$ cat src/rtl/jr31_pred_tracker_pkg.sv
// Shared types for the JR $31 return-prediction tracker: default widths,
// the tracker entry layout and the flush FSM states.
package jr31_track_pkg;
    localparam int DEPTH  = 4;
    localparam int ADDR_W = 32;
    localparam int TAG_W  = 5;

    typedef struct packed {
        logic              valid;
        logic              resolved;
        logic [TAG_W-1:0]  tag;
        logic [ADDR_W-1:0] pred_addr;
    } entry_t;

    typedef enum logic {
        NORMAL = 1'b0,
        FLUSH  = 1'b1
    } state_t;
endpackage

$ cat src/rtl/jr31_pred_tracker_if.sv
// Dispatch, CDB and fetch-flush signals seen by the JR $31 prediction tracker.
interface jr31_pred_tracker_if import jr31_track_pkg::*; ();
    logic              du_jr31_alloc;
    logic [TAG_W-1:0]  du_jr31_tag;
    logic [ADDR_W-1:0] du_jr31_pred_addr;
    logic              tracker_full;
    logic              cdb_valid;
    logic              cdb_is_jr31;
    logic [TAG_W-1:0]  cdb_tag;
    logic [ADDR_W-1:0] cdb_jr_addr;
    logic              rob_flush_all;
    logic              flush_valid;
    logic [ADDR_W-1:0] flush_pc;
    logic [TAG_W-1:0]  flush_tag;
    logic              flush_ack;

    modport master (
        output du_jr31_alloc, du_jr31_tag, du_jr31_pred_addr,
        output cdb_valid, cdb_is_jr31, cdb_tag, cdb_jr_addr,
        output rob_flush_all, flush_ack,
        input  tracker_full, flush_valid, flush_pc, flush_tag
    );

    modport slave (
        input  du_jr31_alloc, du_jr31_tag, du_jr31_pred_addr,
        input  cdb_valid, cdb_is_jr31, cdb_tag, cdb_jr_addr,
        input  rob_flush_all, flush_ack,
        output tracker_full, flush_valid, flush_pc, flush_tag
    );
endinterface

$ cat src/rtl/jr31_tag_cam.sv
// Tag CAM over tracker entries; only valid, still-unresolved entries can hit.
module jr31_tag_cam import jr31_track_pkg::*; #(
    parameter int DEPTH = jr31_track_pkg::DEPTH
) (
    input  entry_t [DEPTH-1:0]         ent,
    input  logic [TAG_W-1:0]           tag,
    output logic                       hit,
    output logic [$clog2(DEPTH)-1:0]   hit_idx
);
    localparam int IW = $clog2(DEPTH);

    // ROB tags are unique among in-flight entries, so the first hit is the only hit.
    always_comb begin
        hit     = 1'b0;
        hit_idx = '0;
        for (int i = 0; i < DEPTH; i++) begin
            if (!hit && ent[i].valid && !ent[i].resolved && ent[i].tag == tag) begin
                hit     = 1'b1;
                hit_idx = IW'(i);
            end
        end
    end
endmodule

$ cat src/rtl/jr31_pred_tracker.sv
// Tracks RAS-predicted JR $31 instructions until their CDB resolve and raises a
// held flush on misprediction. Optional counters: `define JR31_TRACK_STATS_EN.
module jr31_pred_tracker import jr31_track_pkg::*; #(
    parameter int DEPTH = jr31_track_pkg::DEPTH
) (
    input  logic                clk,
    input  logic                reset,
`ifdef JR31_TRACK_STATS_EN
    output logic [15:0]         stat_pred_cnt,
    output logic [15:0]         stat_mispred_cnt,
`endif
    jr31_pred_tracker_if.slave  bus
);
    localparam int IW = $clog2(DEPTH);
    localparam int PW = IW + 1;

    entry_t [DEPTH-1:0] ent_q;
    logic [PW-1:0]      head_q, tail_q;
    logic [ADDR_W-1:0]  flush_pc_q;
    logic [TAG_W-1:0]   flush_tag_q;
    state_t             state_q, state_d;

    logic [IW-1:0]      head_idx, tail_idx, hit_idx, hit_off, off;
    logic               hit, full, retire, resolve, match, mism, alloc_ok;
    logic [DEPTH-1:0]   squash;

    jr31_tag_cam #(.DEPTH(DEPTH)) u_cam (
        .ent     (ent_q),
        .tag     (bus.cdb_tag),
        .hit     (hit),
        .hit_idx (hit_idx)
    );

    assign head_idx = head_q[IW-1:0];
    assign tail_idx = tail_q[IW-1:0];
    assign full     = (head_idx == tail_idx) && (head_q[IW] != tail_q[IW]);
    assign retire   = ent_q[head_idx].valid && ent_q[head_idx].resolved;
    assign resolve  = !bus.rob_flush_all && bus.cdb_valid && bus.cdb_is_jr31 && hit;
    assign match    = resolve && (bus.cdb_jr_addr == ent_q[hit_idx].pred_addr);
    assign mism     = resolve && !match;
    assign alloc_ok = !bus.rob_flush_all && bus.du_jr31_alloc && !bus.tracker_full && !mism;
    // Age of the mispredicted entry relative to head; everything at or beyond it is younger.
    assign hit_off  = hit_idx - head_idx;

    assign bus.tracker_full = full || (state_q == FLUSH);
    assign bus.flush_valid  = (state_q == FLUSH);
    assign bus.flush_pc     = flush_pc_q;
    assign bus.flush_tag    = flush_tag_q;

    always_comb begin
        squash = '0;
        off    = '0;
        for (int i = 0; i < DEPTH; i++) begin
            off       = IW'(i) - head_idx;
            squash[i] = mism && (off >= hit_off);
        end
    end

    always_ff @(posedge clk or negedge reset) begin
        if (!reset) begin
            ent_q       <= '0;
            head_q      <= '0;
            tail_q      <= '0;
            flush_pc_q  <= '0;
            flush_tag_q <= '0;
        end else if (bus.rob_flush_all) begin
            head_q <= '0;
            tail_q <= '0;
            for (int i = 0; i < DEPTH; i++) ent_q[i].valid <= 1'b0;
        end else begin
            if (retire) begin
                ent_q[head_idx].valid <= 1'b0;
                head_q                <= head_q + PW'(1);
            end
            if (match) ent_q[hit_idx].resolved <= 1'b1;
            if (mism) begin
                for (int i = 0; i < DEPTH; i++)
                    if (squash[i]) ent_q[i].valid <= 1'b0;
                tail_q      <= head_q + {1'b0, hit_off};
                flush_pc_q  <= bus.cdb_jr_addr;
                flush_tag_q <= bus.cdb_tag;
            end else if (alloc_ok) begin
                ent_q[tail_idx] <= '{valid: 1'b1, resolved: 1'b0,
                                     tag: bus.du_jr31_tag, pred_addr: bus.du_jr31_pred_addr};
                tail_q          <= tail_q + PW'(1);
            end
        end
    end

    always_ff @(posedge clk or negedge reset) begin
        if (!reset) state_q <= NORMAL;
        else        state_q <= state_d;
    end

    // A fresh mismatch wins over an ack in the same cycle: the new target must be fetched.
    always_comb begin
        state_d = state_q;
        if (bus.rob_flush_all)                   state_d = NORMAL;
        else if (mism)                           state_d = FLUSH;
        else if (state_q == FLUSH && bus.flush_ack) state_d = NORMAL;
    end

`ifdef JR31_TRACK_STATS_EN
    function automatic logic [15:0] sat_inc(input logic [15:0] v);
        return (v == 16'hFFFF) ? v : v + 16'd1;
    endfunction

    always_ff @(posedge clk or negedge reset) begin
        if (!reset) begin
            stat_pred_cnt    <= '0;
            stat_mispred_cnt <= '0;
        end else begin
            if (alloc_ok) stat_pred_cnt    <= sat_inc(stat_pred_cnt);
            if (mism)     stat_mispred_cnt <= sat_inc(stat_mispred_cnt);
        end
    end
`endif
endmodule

$ cat src/flat_wrapper.sv
// flat-port wrapper written by rule: the top's interface ports become plain ports
module jr31_pred_tracker_flat import jr31_track_pkg::*;
#(
    parameter int DEPTH = jr31_track_pkg::DEPTH
)
  (clk, reset, bus_du_jr31_alloc, bus_du_jr31_tag, bus_du_jr31_pred_addr, bus_cdb_valid, bus_cdb_is_jr31, bus_cdb_tag, bus_cdb_jr_addr, bus_rob_flush_all, bus_flush_ack, bus_tracker_full, bus_flush_valid, bus_flush_pc, bus_flush_tag);
  jr31_pred_tracker_if bus_i ();
  input  logic clk;
  input  logic reset;
  input wire logic [$bits(bus_i.du_jr31_alloc)-1:0] bus_du_jr31_alloc;
  input wire logic [$bits(bus_i.du_jr31_tag)-1:0] bus_du_jr31_tag;
  input wire logic [$bits(bus_i.du_jr31_pred_addr)-1:0] bus_du_jr31_pred_addr;
  input wire logic [$bits(bus_i.cdb_valid)-1:0] bus_cdb_valid;
  input wire logic [$bits(bus_i.cdb_is_jr31)-1:0] bus_cdb_is_jr31;
  input wire logic [$bits(bus_i.cdb_tag)-1:0] bus_cdb_tag;
  input wire logic [$bits(bus_i.cdb_jr_addr)-1:0] bus_cdb_jr_addr;
  input wire logic [$bits(bus_i.rob_flush_all)-1:0] bus_rob_flush_all;
  input wire logic [$bits(bus_i.flush_ack)-1:0] bus_flush_ack;
  output wire logic [$bits(bus_i.tracker_full)-1:0] bus_tracker_full;
  output wire logic [$bits(bus_i.flush_valid)-1:0] bus_flush_valid;
  output wire logic [$bits(bus_i.flush_pc)-1:0] bus_flush_pc;
  output wire logic [$bits(bus_i.flush_tag)-1:0] bus_flush_tag;
  assign bus_i.du_jr31_alloc = bus_du_jr31_alloc;
  assign bus_i.du_jr31_tag = bus_du_jr31_tag;
  assign bus_i.du_jr31_pred_addr = bus_du_jr31_pred_addr;
  assign bus_i.cdb_valid = bus_cdb_valid;
  assign bus_i.cdb_is_jr31 = bus_cdb_is_jr31;
  assign bus_i.cdb_tag = bus_cdb_tag;
  assign bus_i.cdb_jr_addr = bus_cdb_jr_addr;
  assign bus_i.rob_flush_all = bus_rob_flush_all;
  assign bus_i.flush_ack = bus_flush_ack;
  assign bus_tracker_full = bus_i.tracker_full;
  assign bus_flush_valid = bus_i.flush_valid;
  assign bus_flush_pc = bus_i.flush_pc;
  assign bus_flush_tag = bus_i.flush_tag;
  jr31_pred_tracker #(.DEPTH(DEPTH)) u_core (.clk(clk), .reset(reset), .bus(bus_i));
endmodule
$ cat config.mk
export PLATFORM = sky130hd
export DESIGN_NAME = jr31_pred_tracker_flat
export DESIGN_NICKNAME = d
export VERILOG_FILES = /design/src/rtl/jr31_pred_tracker_pkg.sv /design/src/rtl/jr31_pred_tracker_if.sv /design/src/rtl/jr31_tag_cam.sv /design/src/rtl/jr31_pred_tracker.sv /design/src/flat_wrapper.sv
export SDC_FILE = /design/constraint.sdc
export NUM_CORES = 1
export LEC_CHECK = 0
export ABC_AREA = 0
export CAP_MARGIN = 20
export CORE_MARGIN = 10
export CORE_UTILIZATION = 50
export CTS_BUF_LIST = sky130_fd_sc_hd__clkbuf_8
export DETAILED_ROUTE_END_ITERATION = 8
export GPL_TIMING_DRIVEN = 1
export PLACE_DENSITY = 0.73
export SYNTH_ARGS = -nofsm -noshare
export SYNTH_HDL_FRONTEND = slang
export SYNTH_SLANG_ARGS = --single-unit
export TNS_END_PERCENT = 30
$ cat constraint.sdc
create_clock -name clk -period 4.1 [get_ports clk]
set_clock_uncertainty 0.15 [all_clocks]
set_input_delay 0.82 -clock clk [delete_from_list [all_inputs] [get_ports clk]]
set_output_delay 0.82 -clock clk [all_outputs]
set_load 0.03 [all_outputs]
Word-level counts from Yosys, hierarchy flattened --
Index checks and enable logic that the tools add are counted. Widths: inputs -> output; s select.
Operators by class: mux-type cells 49, add/sub/neg operators 8, eq/ne operators 7, bitwise operators 1, reduce and logical (&&, ||, !) cells 45, $lt $le $gt $ge 10
Operators by type and width (number):
- $mux 156 | 5
- $bwmux 156 | 3
- $demux 39 s2 | 3
- $mux 38 | 5
- $bmux 39 s2 | 2
- $mux 39 | 3
- $eq 32x32->1 | 1
- $mux 32 | 1
- $logic_and 1x1->1 | 29
- $eq 5x5->1 | 4
- $mux 1 | 20
- $mux 3 | 5
- $logic_not 1->1 | 11
- $lt 2x3->1 const B | 3
- $ge 2x2->1 | 4
- $add 3x1->3 const B | 2
- $ge 2x1->1 const B | 3
- $reduce_bool 3->1 | 2
- $mux 2 | 2
- $sub 1x2->2 const A | 2
- $sub 2x2->2 const A | 2
- $add 3x2->3 | 1
- $eq 2x2->1 | 1
- $reduce_and 2->1 | 1
- 5 further kinds | 5
Word-level totals: word-level logic and storage cells 141, bits in registers 200, input port bits 81, output and inout bits 39

Logic depth before layout (Yosys ltp) --
Gate-level depths: netlist of run 1.
word-level depth 30, gate-level depth with buffers 16, mapped depth without buffers 12

Hierarchy --
A second synthesis of run 1 with hierarchy kept.
Unflattened totals: cells, all modules 631, area, all modules 9350.2 sq um
Modules (own cells, without submodules):
- jr31_pred_tracker | instances 1, cells an instance 596, area each 9053.7 sq um, seq. area each 5004.8 sq um
- jr31_tag_cam | instances 1, cells an instance 35, area each 296.5 sq um, seq. area each 0.0 sq um

Worst setup path after synthesis of run 1 --
Ideal clock, no wire load.
path type input to register, from in bus_cdb_tag[4], to reg u_core.ent_q[14] (netlist name), required time 3.823 ns, setup slack -0.287 ns, arrival time 4.110 ns, setup time 0.127 ns, path buffers 4, cell stages on the path 14, cells stage by stage buf_2 xnor2_2 nand4_4 or2_1 buf_2 a21o_1 a222oi_1 o211ai_1 a2111oi_0 nand4_1 o41ai_2 buf_6 buf_6 mux2_1
Between the ends: word-level cells in the longest chain between the ends 28, elaborated cells on any way between the ends 40, those cells by class 5 x eq/ne; 16 x mux; 19 x reduce/logical
RTL lines:
- start, declared | RTL line flat_wrapper.sv:15 | input wire logic [$bits(bus_i.cdb_tag)-1:0] bus_cdb_tag;
- parallel branches: the longest is 27 deep, another holds $eq 5x5->1
- $mux 38 (*) | RTL line jr31_pred_tracker.sv:76 | if (mism) begin
- end signal, assigned by index | RTL line jr31_pred_tracker.sv:83 | ent_q[tail_idx] <= '{valid: 1'b1, resolved: 1'b0,
- end, declared | RTL line jr31_pred_tracker.sv:17 | entry_t [DEPTH-1:0] ent_q;
Mark *: on every way between the ends. The select of a mux whose other input is x is not followed. A chain may end at the register's enable or synchronous reset.

Final worst setup path of run 1 --
from in bus_cdb_tag[1], to reg u_core.ent_q[21] (netlist name)
Same word-level chain as after synthesis.

==> results of run 1 <==
## area by class of cell
class / count / area (um2)
multi-input cells: 520 / 5715
fillers: 1193 / 5465
flip-flops and latches: 200 / 5005
repair buffers: 274 / 3033
well taps: 270 / 337.8
clock buffers: 17 / 234.0
clock inverters: 15 / 216.5
inverters: 26 / 97.59
## per-stage QoR
step	instances	util [%]	setup WS [ns]
after floorplan	803	-	-0.07725
after global routing	1322	72.82	-0.3838
after CTS	1302	69.46	-0.07287
after global placement	1228	62.15	-1.126
final	1322	72.82	-0.3238
after detailed placement	1228	62.15	-1.131
## flip-flops by register name (all words and copies together), names as in the netlist
name and count:
u_core.tail_q 3, u_core.ent_q 156, u_core.bus.flush_valid 1, u_core.head_q 3, u_core.bus.flush_tag 5, u_core.bus.flush_pc 32
## worst max-delay path: stages
cell	delay, ns
buf_6	0.09
buf_8	0.14
xor2_4	0.16
nor4_4	0.31
buf_4	0.20
a22oi_2	0.08
buf_4	0.21
buf_4	0.16
and3_1	0.20
o31ai_1	0.29
o211ai_1	0.17
a2111oi_2	0.35
buf_4	0.17
nand4_1	0.08
buf_6	0.16
o41ai_4	0.33
buf_6	0.22
clkbuf_16	0.19
mux2_4	0.30
## worst max path at each step
stage	startpoint	end	slack [ns]
final	bus_cdb_tag[1]	u_core.ent_q[21]	-0.32
after global routing	bus_cdb_tag[1]	u_core.ent_q[21]	-0.38
after CTS	bus_cdb_tag[0]	u_core.ent_q[43]	-0.07
after detailed placement	bus_cdb_tag[0]	u_core.ent_q[138]	-1.13
after global placement	bus_cdb_tag[0]	u_core.ent_q[134]	-1.13
after floorplan	bus_cdb_tag[3]	u_core.ent_q[140]	-0.08
## power by group
group          switching, mW  total [mW]  internal [mW]
registers              0.441        2.97           2.53
clock network          0.768        1.45          0.683
logic                  0.837        2.12           1.28
## cells in the mapped netlist, drive strengths merged, types with 2 or more instances
library cell / instances
o32ai: 4
and4: 5
and3: 25
o41ai: 2
a2111oi: 3
a21oi: 6
xor2: 12
a2bb2oi: 13
a21o: 4
a222oi: 2
nand2: 23
nor3: 13
nand2b: 2
nand4: 8
o211ai: 4
or4: 11
clkbuf: 23
mux2: 187
xnor2: 35
nor2: 11
o2111ai: 11
buf: 34
or3: 3
nand3: 24
a211oi: 2
a221oi: 17
a22o: 3
inv: 26
and2: 3
a311oi: 11
o2bb2ai: 7
ha: 13
dfrtp: 200
o21ai: 22
fa: 3
or2: 2
nand3b: 3
nor4: 5
o31ai: 13
## layer usage
| layer | share of wire, % | GRT usage (%) |
|---|---|---|
| met1 | 42 | 29.81 |
| met2 | 48 | 37.42 |
| met3 | 7.2 | 4.929 |
| met4 | 3.6 | 5.749 |
| met5 | 0 | 0 |
## timing repair
action | in CTS | in global routing
gates cloned | 7 | 8
buffers inserted | 35 | 13
hold buffers | 0 | 0
endpoints found under the setup margin | 197 | 197
pin swaps | 44 | 17
hold endpoints to repair | 0 | 0
resized for setup | 148 | 103
## cells by family after synthesis
| logic type | count (synthesis) |
|---|---|
| AOI/OAI and AO/OA | 130 |
| xor gates and xnor gates | 47 |
| muxes | 187 |
| and+or+nand+nor | 140 |
| buffers and inverters | 83 |
| DFF | 200 |
| adders and majority gates | 16 |
## cells in the final DEF (no fill, tap or decap), types with 6 or more instances in the layout
cell | netlist | final
buf_8 | 2 | 10
nand4_1 | 7 | 7
o2111ai_1 | 11 | 9
inv_1 | 26 | 27
a221oi_1 | 17 | 11
buf_6 | 7 | 27
mux2_2 | 126 | 41
xnor2_2 | 4 | 7
ha_1 | 13 | 13
dfrtp_1 | 200 | 200
buf_4 | 5 | 82
a311oi_2 | 0 | 8
xor2_1 | 12 | 6
xnor2_1 | 31 | 23
nor3_1 | 13 | 13
nand2_1 | 23 | 21
and3_1 | 25 | 22
nor2_1 | 11 | 8
nand3_1 | 23 | 21
o21ai_0 | 22 | 22
a2bb2oi_1 | 13 | 13
buf_12 | 0 | 25
or4_1 | 11 | 11
clkbuf_16 | 0 | 6
clkbuf_8 | 0 | 18
clkdlybuf4s50_1 | 0 | 113
o31ai_1 | 11 | 9
mux2_4 | 18 | 145
==> run_results.csv, run 1 <==
group,metric,value,unit
pwr,vdd_drop_max,0.0002872,V
floorplan,die_x,162.4,um
global_routing,grt_pass1_vias,8238,
setup_path,reg2reg_setup_slack,-0.26,ns
synth,synthesis.area,10140,um2
cells_and_area,drive_gt1_share,43.06,%
timing,hold_slack,0.2059,ns
setup_path,rr_worst_depth,17,
clock_tree,cts_root_buffer,"clkbuf_8",
synth,synth_area_leaders,"dfrtp_1 (49%), mux2_2 (14%), mux2_1 (4.8%), xnor2_1 (2.7%), mux2_4 (2.7%)",
placement,placed_cell_area,12490,um2
drt,drtAntennaViolNets,0,
synth,yosysWarnings,0,
synth,synth_xor_area_share,4.357,%
clock_tree,cts.clk_slew.worst_paths,0.11,ns
drt,wl_per_cell,25.09,um
drt,vias,8156,
timing,fin_ws,-0.3238,ns
timing,fmaxAchievable,226.1,MHz
synth,synth_cell_types,62,
cells_and_area,diodes,0,
pwr,p_per_area,446.9,nW/um2
global_routing,antenna_found_initial,0,
drt,routed_wl,33170,um
setup_path,r2r_end,"u_core.ent_q[21]",
synth,muxShareOfSynthArea,21.44,%
setup_path,cp.required,4.32,ns
clock_tree,clock_latency,0.49,ns
synth,synth_top_family_by_area,"multiplexers",
job,drv_cap,0,
synth,avgSynthCellArea,12.62,um2
setup_path,cp-end-kind,"flop",
clock_tree,clockBufferDepth,2,
synth,synth_compound_gate_area_share,10.32,%
synth,synth_enable_flop_cells,0,
status,violations,"negative setup slack",
synth,synth_ff_type,"dfrtp_1",
setup_path,crit_type,"in -> reg",
setup_path,worstPathMaxFanout,10,
hold_path,hold_path_class,"in -> async",
timing,fin_tns_setup,-42.75,ns
floorplan,rows,52,
synth,async_flop_share,100.0,%
clock_tree,cts.htree.levels,4,
global_routing,grt_max_degree,78,
clock_tree,cts_made_buffers,17,
timing,hold_viol,0,
global_routing,track_usage,22.71,%
global_routing,grt_pass1_wl,47550,um
setup_path,timing.rr.start,"u_core.ent_q[150]",
synth,syn_inst,803,
global_routing,grt_overflow,0,
floorplan,core,20100,um2
timing,max-slew-margin-rel,56.48,%
cells_and_area,final_cell_area,14640,um2
placement,place_congestion,0.8493,
drt,vias_per_cell,6.169,
synth,syn_nets,900,
timing,rsz0062_at_grt,"true",
cells_and_area,area_growth,44.43,%
timing,post-route-min-period,4.424,ns
drt,drtIter0Drc,716,
drt,drtPass1Iterations,6,
placement,dpl.hpwl,18600,um
synth,synth_top_area_share,49.38,%
floorplan,die-area,26370,um2
setup_path,cp-start-kind,"input pin",
pwr,power.leakage,6.596,nW
timing,post-route-period-util,107.9,%
setup_path,cp_data_arrival_time,4.64,ns
cells_and_area,final_nets,1136,
synth,ys_seq_area_share,49.38,%
synth,synth_top_cell_by_area,"dfrtp_1",
timing,finalMaxSlewViolations,0,
placement,port_buffers,119,
status,status,"finished, violations left",
floorplan,initial_utilization,50.42,%
pwr,fin_total_pwr,6.542,mW
timing,finalSetupViolations,194,
clock_tree,clkSinkCount,200,
floorplan,io_pins,120,
synth,synth-seq-cells,200,
floorplan,die_h,162.4,um
clock_tree,cts_tree,"done",
drt,drc,0,
synth,synthAdderAreaFrac,2.197,%
timing,worst_pin_slew,0.6528,ns
synth,synth-simple-area-share,8.073,%
Power figures use the tool's default switching activity.
==> run 2, diff against run 1 <==
Settings changed: CORE_UTILIZATION 50 to 58, CTS_CLUSTER_DIAMETER from default to 60, PLACE_DENSITY 0.73 to 0.82.
==> run 2 against run 1 <==
The run still ends with negative setup slack left. Die area is 12% lower. Critical endpoint is now u_core.ent_q[100]. Sequential power is essentially flat. Combinational power decreased by 7%. Via count increased by 1.2%. Clock power is 6% lower. Global-route usage rose by 1.8 points.
==> run_results.csv, run 2 (same netlist as run 1, synthesis figures left out) <==
group,metric,value,unit
setup_path,crit_slowest_cell,"a311oi_2",
cells_and_area,ff_latch_area,5007,um2
timing,hold_slack,0.1934,ns
clock_tree,postCtsHoldBufs,0,
cells_and_area,diodes,0,
global_routing,use_met1,31.59,%
clock_tree,cts_root_buffer,"clkbuf_8",
timing,worst_pin_slew,0.6873,ns
clock_tree,clockBufferDepth,2,
global_routing,met2_usage,39.45,%
floorplan,initial_utilization,58.81,%
global_routing,grt_overflow,0,
setup_path,worstPathMaxFanout,6,
timing,fmaxAchievable,229.9,MHz
setup_path,r2r_end,"u_core.ent_q[100]",
floorplan,io_pins,120,
drt,routed_wl,33390,um
cells_and_area,area_growth,35.77,%
timing,finalSetupViolations,193,
setup_path,timing.rr.start,"u_core.ent_q[154]",
global_routing,top_usage_layer,"met2",
global_routing,grt_max_degree,84,
timing,fin_ws,-0.2492,ns
placement,place_congestion,0.8392,
setup_path,cp-start-kind,"input pin",
cells_and_area,final_cell_mix,"dfrtp_1 (198), clkdlybuf4s50_1 (113), mux2_4 (107)",
cells_and_area,multi_input_area,5415,um2
global_routing,track_usage,24.55,%
hold_path,hold_path_class,"in -> async",
clock_tree,cts.htree.levels,4,
drt,drc,0,
clock_tree,cts_made_buffers,17,
drt,drtIter0Drc,1164,
floorplan,die_h,152.2,um
placement,dpl.hpwl,18730,um
setup_path,critPathMaxStageDelay,0.55,ns
pwr,power.leakage,6.118,nW
pwr,p_per_area,458.4,nW/um2
status,status,"finished, violations left",
drt,drtPass1Iterations,5,
cells_and_area,regMostFlops,"u_core.ent_q",
drt,vias_per_cell,6.687,
clock_tree,cts_tree,"done",
status,violations,"negative setup slack",
setup_path,crit_type,"in -> reg",
floorplan,rows,48,
timing,rsz0062_at_grt,"true",
setup_path,cp-end-kind,"flop",
cells_and_area,mostFrequentLayoutCell,"dfrtp_1",
setup_path,worstPathCellList,"buf_12 > xor2_4 > nor4_4 > buf_6 > buf_4 > buf_8 > o2111ai_1 > a311oi_2 > or4_1 > nand4_1 > nor4_2 > nand4_1 > buf_6 > o41ai_4 > buf_6 > clkbuf_16 > mux2_4",
timing,fin_tns_setup,-32.64,ns
drt,drtAntennaViolNets,0,
cells_and_area,largest_reg_flops,156,
drt,vias,8252,
clock_tree,cts.clk_slew.worst_paths,0.10,ns
global_routing,grt_pass1_vias,8355,
setup_path,cp.required,4.33,ns
floorplan,die-area,23160,um2
floorplan,die_x,152.2,um
pwr,vdd_drop_max,0.0002719,V
timing,finalMaxSlewViolations,0,
placement,port_buffers,119,
drt,wl_per_cell,27.06,um
timing,hold_viol,0,
setup_path,path_common_cell,"buf_6",
global_routing,grt_pass1_wl,46660,um
global_routing,antenna_found_initial,1,
cells_and_area,drive_gt1_share,37.17,%
clock_tree,clock_latency,0.50,ns
cells_and_area,fillCellCount,870,
setup_path,reg2reg_setup_slack,-0.24,ns
timing,max-slew-margin-rel,54.18,%
setup_path,cp_data_arrival_time,4.58,ns
timing,post-route-min-period,4.349,ns
global_routing,met3_usage,5.645,%
timing,post-route-period-util,106.1,%
cells_and_area,final_nets,1095,
clock_tree,clkSinkCount,200,
setup_path,rr_worst_depth,16,
job,drv_cap,0,
floorplan,core,17240,um2
==> run 2: layout make-up <==
class | count | area share, %
clock inverters | 11 | 1.082
clock buffers | 19 | 1.900
repair buffers | 233 | 18.53
flip-flops and latches | 200 | 36.39
multi-input cells | 520 | 39.35
well taps | 225 | 2.046
inverters | 26 | 0.7092
==> run 2: how the worst max path moves through the flow <==
stage                                  from  cells past startpoint                 to
after floorplan              bus_cdb_tag[3]                     15  u_core.ent_q[140]
after global placement       bus_cdb_tag[0]                     17    u_core.ent_q[3]
after detailed placement     bus_cdb_tag[0]                     16    u_core.ent_q[7]
after CTS                    bus_cdb_tag[1]                     17    u_core.ent_q[0]
after global routing      u_core.ent_q[150]                     16  u_core.ent_q[100]
final                        bus_cdb_tag[1]                     17  u_core.ent_q[100]
==> run 2: repair_timing <==
item | 4_1_cts | 5_1_grt
resized for setup | 93 | 86
buffers inserted | 15 | 11
pin swaps | 27 | 20
gates cloned | 3 | 9
endpoints found under the setup margin | 197 | 196
==> run 2: per-stage QoR <==
step / util [%] / area, um2 / instances / setup WS, ns / power, mW
floorplan: - / 10460 / 803 / -0.07725 / 3.964
global placement: 71.16 / 12270 / 1170 / -0.9312 / 4.458
detailed placement: 71.16 / 12270 / 1170 / -1.095 / 4.541
CTS: 76.40 / 13170 / 1217 / -0.01587 / 5.993
global route: 79.84 / 13760 / 1234 / -0.3583 / 6.514
finish: 79.84 / 13760 / 1234 / -0.2492 / 6.309
==> run 2: metal layers <==
metal  up-vias  share of wire, %
li1       3366                 -
met1      4156                39
met2       577                46
met3       153               9.5
met4         0               5.0
met5         -                 0
==> run 2: power by group <==
group          switching, mW  internal [mW]
registers              0.439           2.53
clock network          0.730          0.632
logic                  0.832           1.14
==> run 2: worst max-delay path, delay by kind of cell <==
family	cells	cell delay [ns]
buffers and inverters	7	1.15
AOI/OAI and AO/OA	3	0.98
and+or+nand+nor	5	1.13
muxes	1	0.31
xor gates and xnor gates	1	0.18
